File: src/rtl/mul_pkg.sv
// Shared types and sizing for the multiplier-sharing arbiter.
package mul_pkg;

  localparam int NREQ_DEF    = 4;
  localparam int ID_W        = 2;
  localparam int TIMEOUT_DEF = 32;
  localparam int OP_W        = 8;
  localparam int PROD_W      = 16;

  typedef enum logic [1:0] {
    ST_IDLE  = 2'd0,
    ST_ISSUE = 2'd1,
    ST_WAIT  = 2'd2,
    ST_RESP  = 2'd3
  } state_e;

endpackage

File: src/rtl/rr_arbiter.sv
// Combinational round-robin pick: first asserted request at or after ptr_i.
module rr_arbiter
  import mul_pkg::*;
(
  input  logic [NREQ_DEF-1:0] req_i,
  input  logic [ID_W-1:0]     ptr_i,
  output logic [ID_W-1:0]     winner_o,
  output logic                found_o
);

  logic [ID_W-1:0] idx;

  // Scan requesters starting at the pointer; the 2-bit index wraps naturally.
  always_comb begin
    found_o  = 1'b0;
    winner_o = '0;
    idx      = '0;
    for (int k = 0; k < NREQ_DEF; k++) begin
      idx = ptr_i + ID_W'(k);
      if (!found_o && req_i[idx]) begin
        found_o  = 1'b1;
        winner_o = idx;
      end
    end
  end

endmodule

File: src/rtl/mul_arbiter.sv
// Shares one external multiplier among four requesters, round-robin,
// with a stale-valid guard and a WAIT timeout.
//
// state    | meaning
// ---------+--------------------------------------------------------------
// ST_IDLE  | no operation; grant the next requester when any req is high
// ST_ISSUE | mul_start pulse with the latched operands, clear the counter
// ST_WAIT  | wait for mul_valid (ignored in the first cycle) or timeout
// ST_RESP  | rsp_valid pulse with registered id/product/error
module mul_arbiter
  import mul_pkg::*;
#(
  parameter int NREQ    = NREQ_DEF,
  parameter int TIMEOUT = TIMEOUT_DEF
) (
  input  logic                 clk,
  input  logic                 reset,
  input  logic [NREQ-1:0]      req,
  input  logic [OP_W*NREQ-1:0] req_x,
  input  logic [OP_W*NREQ-1:0] req_y,
  output logic [NREQ-1:0]      req_ack,
  output logic                 rsp_valid,
  output logic [ID_W-1:0]      rsp_id,
  output logic [PROD_W-1:0]    rsp_z,
  output logic                 rsp_err,
  output logic                 busy,
  output logic                 mul_start,
  output logic [OP_W-1:0]      mul_x,
  output logic [OP_W-1:0]      mul_y,
  input  logic [PROD_W-1:0]    mul_z,
  input  logic                 mul_valid
);

  localparam int CNT_W = $clog2(TIMEOUT + 1);

  state_e              state_q, state_d;
  logic [ID_W-1:0]     rr_ptr_q, rr_ptr_d;
  logic [CNT_W-1:0]    cnt_q, cnt_d;
  logic [ID_W-1:0]     id_q, id_d;
  logic [OP_W-1:0]     mul_x_q, mul_x_d;
  logic [OP_W-1:0]     mul_y_q, mul_y_d;
  logic [ID_W-1:0]     rsp_id_q, rsp_id_d;
  logic [PROD_W-1:0]   rsp_z_q, rsp_z_d;
  logic                rsp_err_q, rsp_err_d;

  logic [ID_W-1:0]     winner;
  logic                found;

  rr_arbiter u_rr (
    .req_i    (req),
    .ptr_i    (rr_ptr_q),
    .winner_o (winner),
    .found_o  (found)
  );

  // Next-state, grant and response capture; every register holds by default.
  always_comb begin
    state_d   = state_q;
    rr_ptr_d  = rr_ptr_q;
    cnt_d     = cnt_q;
    id_d      = id_q;
    mul_x_d   = mul_x_q;
    mul_y_d   = mul_y_q;
    rsp_id_d  = rsp_id_q;
    rsp_z_d   = rsp_z_q;
    rsp_err_d = rsp_err_q;
    req_ack   = '0;
    unique case (state_q)
      ST_IDLE: begin
        // Gated by reset so no ack is shown while the block is being cleared.
        if (found && !reset) begin
          req_ack[winner] = 1'b1;
          id_d            = winner;
          mul_x_d         = req_x[int'(winner)*OP_W +: OP_W];
          mul_y_d         = req_y[int'(winner)*OP_W +: OP_W];
          rr_ptr_d        = winner + 2'd1;
          state_d         = ST_ISSUE;
        end
      end
      ST_ISSUE: begin
        cnt_d   = '0;
        state_d = ST_WAIT;
      end
      ST_WAIT: begin
        cnt_d = cnt_q + 1'b1;
        // A done flag left high by the previous operation is not trusted
        // in the first WAIT cycle.
        if ((cnt_q != '0) && mul_valid) begin
          rsp_z_d   = mul_z;
          rsp_err_d = 1'b0;
          rsp_id_d  = id_q;
          state_d   = ST_RESP;
        end else if (cnt_d == CNT_W'(TIMEOUT)) begin
          rsp_z_d   = '0;
          rsp_err_d = 1'b1;
          rsp_id_d  = id_q;
          state_d   = ST_RESP;
        end
      end
      ST_RESP: state_d = ST_IDLE;
      default: state_d = ST_IDLE;
    endcase
  end

  // State and datapath registers with synchronous reset.
  always_ff @(posedge clk) begin
    if (reset) begin
      state_q   <= ST_IDLE;
      rr_ptr_q  <= '0;
      cnt_q     <= '0;
      id_q      <= '0;
      mul_x_q   <= '0;
      mul_y_q   <= '0;
      rsp_id_q  <= '0;
      rsp_z_q   <= '0;
      rsp_err_q <= 1'b0;
    end else begin
      state_q   <= state_d;
      rr_ptr_q  <= rr_ptr_d;
      cnt_q     <= cnt_d;
      id_q      <= id_d;
      mul_x_q   <= mul_x_d;
      mul_y_q   <= mul_y_d;
      rsp_id_q  <= rsp_id_d;
      rsp_z_q   <= rsp_z_d;
      rsp_err_q <= rsp_err_d;
    end
  end

  assign busy      = (state_q != ST_IDLE);
  assign mul_start = (state_q == ST_ISSUE);
  assign rsp_valid = (state_q == ST_RESP);
  assign mul_x     = mul_x_q;
  assign mul_y     = mul_y_q;
  assign rsp_id    = rsp_id_q;
  assign rsp_z     = rsp_z_q;
  assign rsp_err   = rsp_err_q;

endmodule

File: config.mk
export PLATFORM = sky130hd
export DESIGN_NAME = mul_arbiter
export DESIGN_NICKNAME = d
export VERILOG_FILES = /design/src/rtl/mul_pkg.sv /design/src/rtl/rr_arbiter.sv /design/src/rtl/mul_arbiter.sv
export SDC_FILE = /design/constraint.sdc
export NUM_CORES = 1
export LEC_CHECK = 0
export BUFFER_PORTS_ARGS = -buffer_cell sky130_fd_sc_hd__buf_2
export CAP_MARGIN = 25
export CORE_ASPECT_RATIO = 1.75
export CORE_MARGIN = 1
export CORE_UTILIZATION = 46
export DETAILED_ROUTE_END_ITERATION = 6
export PLACE_DENSITY = 0.81
export SYNTH_ARGS = -nofsm -noshare
export SYNTH_HDL_FRONTEND = slang
export SYNTH_SLANG_ARGS = --single-unit
File: constraint.sdc
create_clock -name clk -period 2.88 [get_ports clk]
set_clock_uncertainty 0.2 [all_clocks]
set_input_delay 0.288 -clock clk [delete_from_list [all_inputs] [get_ports clk]]
set_output_delay 0.288 -clock clk [all_outputs]
set_load 0.01 [all_outputs]
==> flow_metrics.py <==
metrics = {
    "run_status": {
        "status": "complete, but fails checks",
        "violations": "DRC",
    },
    "cts": {
        "cts_tree": "yes",
        "clk_pin_slew_worst_paths_ns": 0.09,
        "post_cts_buffers": 0,
        "cts-root-buf": "clkbuf_8",
        "htree_levels": 2,
        "clk_latency_ns": 0.30,
        "cts_buffers": 5,
        "cts_buffer_depth": 2,
        "cts_sinks": 47,
    },
    "run": {
        "cap_violations": 0,
    },
    "placed_design": {
        "place_congestion": 0.845,
        "numPortBuffers": 128,
        "hpwl_um": 5180,
    },
    "synthesis": {
        "yosysSeqAreaShare": 0.375,
        "netlist_top_cells_area": "dfxtp_1 37%, mux2i_1 8.0%, a21oi_1 5.8%",
        "syn_inst": 290,
        "synth_area_per_cell_um2": 8.65,
        "synth_top_family_by_area": "compound AO/OA/AOI/OAI gates",
        "synthMuxAreaShare": 0.0798,
        "synth.distinct_cells": 39,
        "yosysWarnings": 0,
        "syn_nets": 383,
        "yosys.area_share.simple": 0.176,
        "synth_top_area_frac": 0.375,
        "yosys.area.top_type": "dfxtp_1",
        "synth_xor_area_frac": 0.00349,
        "synth-compound-area-share": 0.259,
        "syn-cell-area_um2": 2510,
        "ys_ff_latch": 47,
        "yosys.area_share.adder": 0.0299,
    },
    "global_routing": {
        "track_usage": 0.256,
        "grt-ovfl-total": 0,
        "grt_pass1_wl_um": 11800,
        "first_global_vias": 2765,
        "grt_max_degree": 33,
        "antenna_found_initial": 0,
    },
    "timing": {
        "rsz0062_at_grt": "false",
        "slew_headroom": 0.442,
        "worst_slew_pin_slew_ns": 0.837,
        "finalCritPeriodShare": 0.866,
        "fin_setup_tns_ns": 0,
        "holdWs_ns": 0.00591,
        "setup_viol": 0,
        "hold_viol_final": 0,
        "final.min_clock_period_ns": 2.50,
        "max_freq_ghz": 0.401,
        "slew_violations": 0,
    },
    "drt": {
        "vias": 2772,
        "drt-total-wl_um": 7310,
        "ant_nets": 0,
        "drt_iter0_markers": 126,
        "dr.pass1.iters": 7,
        "drc_errors": 5,
        "viasPerCell": 5.70,
        "wl_per_cell_um": 15.0,
    },
    "power_and_ir_drop": {
        "p_clk_frac": 0.206,
        "comb_power_share": 0.440,
        "switchingPower_mw": 0.955,
        "irDropWorstVdd_uv": 441,
        "swShare": 0.388,
        "p_int_mw": 1.51,
        "leakage_nw": 1.70,
        "p_per_area_nw_per_um2": 711,
        "seqPwrFrac": 0.354,
    },
    "min_path": {
        "hp-class": "primary input to flip-flop",
    },
    "worst_setup_path": {
        "critPathMaxFanout": 18,
        "cp.arrival_ns": 2.01,
        "endpoint_kind": "output port",
        "start_kind": "flip-flop",
        "path_class": "flip-flop to output port",
        "worstPathRequired_ns": 2.39,
    },
    "final_layout": {
        "seqCellArea_um2": 941,
        "multiInputGateArea_um2": 1380,
        "n_fill_cell": 432,
        "layout-drive-gt1-share": 0.360,
        "synthToLayoutAreaGrowth_pct": 37.8,
        "fin_nets": 523,
        "antenna_cells": 0,
    },
    "floorplan": {
        "io_pins": 129,
        "fp.dieH_um": 99.7,
        "rows": 35,
        "die_area_um2": 5770,
        "core_um2": 5260,
        "dieWidth_um": 57.8,
        "initial_utilization": 0.478,
    },
}
[logic make-up after synthesis]
group,Yosys count
muxes,20
buffers and inverters,43
and+or+nand+nor,82
AOI/OAI and AO/OA,91
xor gates and xnor gates,1
DFF,47
adders and majority gates,6
[power by group through the flow]
stage / clock network, mW / logic (mW) / registers [mW]
floorplan: 0 / 0.683 / 0.915
global placement: 0 / 1.04 / 0.880
detailed placement: 0 / 1.05 / 0.884
CTS: 0.523 / 1.08 / 0.871
global route: 0.551 / 1.19 / 0.888
finish: 0.507 / 1.08 / 0.871
[final cells by class]
class,count,share of cell area
clock buffers,5,0.0199
well taps,55,0.0199
multi-input cells,200,0.400
clock inverters,3,0.0137
repair buffers,152,0.248
inverters,24,0.0260
flip-flops and latches,47,0.272
[path summary, 6_finish.rpt]
kind | startpoint | end | slack [ns] | cells after the start
min | mul_z[3] | rsp_z[3]$_SDFFE_PP0P_ | 0.006 | 2
min reg2reg | id_q[1]$_SDFFE_PP0P_ | id_q[1]$_SDFFE_PP0P_ | 0.27 | 2
max | rr_ptr_q[1]$_SDFFE_PP0P_ | req_ack[1] | 0.38 | 5
max reg2reg | cnt_q[0]$_SDFFE_PP0P_ | rsp_z[12]$_SDFFE_PP0P_ | 0.58 | 7
[sequential cells by signal (all words and copies together), names as in the netlist]
signal,cells
rsp_err,1
id_q,2
state_q,2
rsp_z,16
mul_y,8
rsp_id,2
rr_ptr_q,2
mul_x,8
cnt_q,6
[per-layer routing]
layer,share of wire,GRT usage
met4,0.028,0.136
met5,0,0
met1,0.37,0.247
met2,0.55,0.490
met3,0.054,0.0481
[per-stage QoR]
step | power, mW | setup WS [ns] | cells | utilization | cell area (um2)
global placement | 1.92 | 0.619 | 463 | 0.607 | 3190
detailed placement | 1.94 | 0.592 | 463 | 0.607 | 3190
CTS | 2.47 | 0.379 | 486 | 0.658 | 3460
finish | 2.46 | 0.385 | 486 | 0.658 | 3460
global route | 2.63 | 0.226 | 486 | 0.658 | 3460
floorplan | 1.60 | 0.732 | 290 | - | 2510
[critical path: stages (launching register included)]
cell and delay [ns]:
dfxtp_1 0.41, nand2_1 0.07, a311oi_1 0.53, o21ai_2 0.37, nor2_1 0.16, buf_2 0.15
[cell usage after synthesis, drive strengths merged]
cell / instances
a22o: 16
o41ai: 16
or4: 1
nor2: 16
mux2i: 20
nor3b: 1
nor2b: 15
or4b: 1
buf: 9
o221ai: 1
dfxtp: 47
a31oi: 1
a41oi: 1
inv: 24
o21a: 1
o22ai: 15
o221a: 2
and2b: 2
and3: 1
a21oi: 29
nor4: 2
nand2: 13
a211oi: 2
nand4: 1
nand3: 20
o21ai: 6
ha: 6
nand2b: 5
a311oi: 1
nor3: 3
or3: 1
xor2: 1
clkbuf: 10
[placed cells by master (no fill, tap or decap), types with 3 or more instances in the layout]
cell,synthesis,final
a22o_1,16,16
inv_1,24,24
nor2_1,15,15
dfxtp_1,47,47
nor2b_1,15,15
mux2i_1,20,20
a21oi_1,29,29
o21ai_0,4,4
o22ai_1,15,15
clkbuf_8,0,5
nand3_1,19,19
ha_1,6,6
o41ai_1,16,15
dlygate4sd3_1,0,15
nor3_1,3,3
buf_4,0,9
buf_2,6,128
nand2b_1,5,5
nand2_1,13,13
[repair_timing]
item,CTS,global route
resized for setup,0,0
endpoints found under the setup margin,0,0
endpoints found under the hold margin,15,0
hold buffers,15,0
No activity file was read; power rests on OpenSTA's default activity.
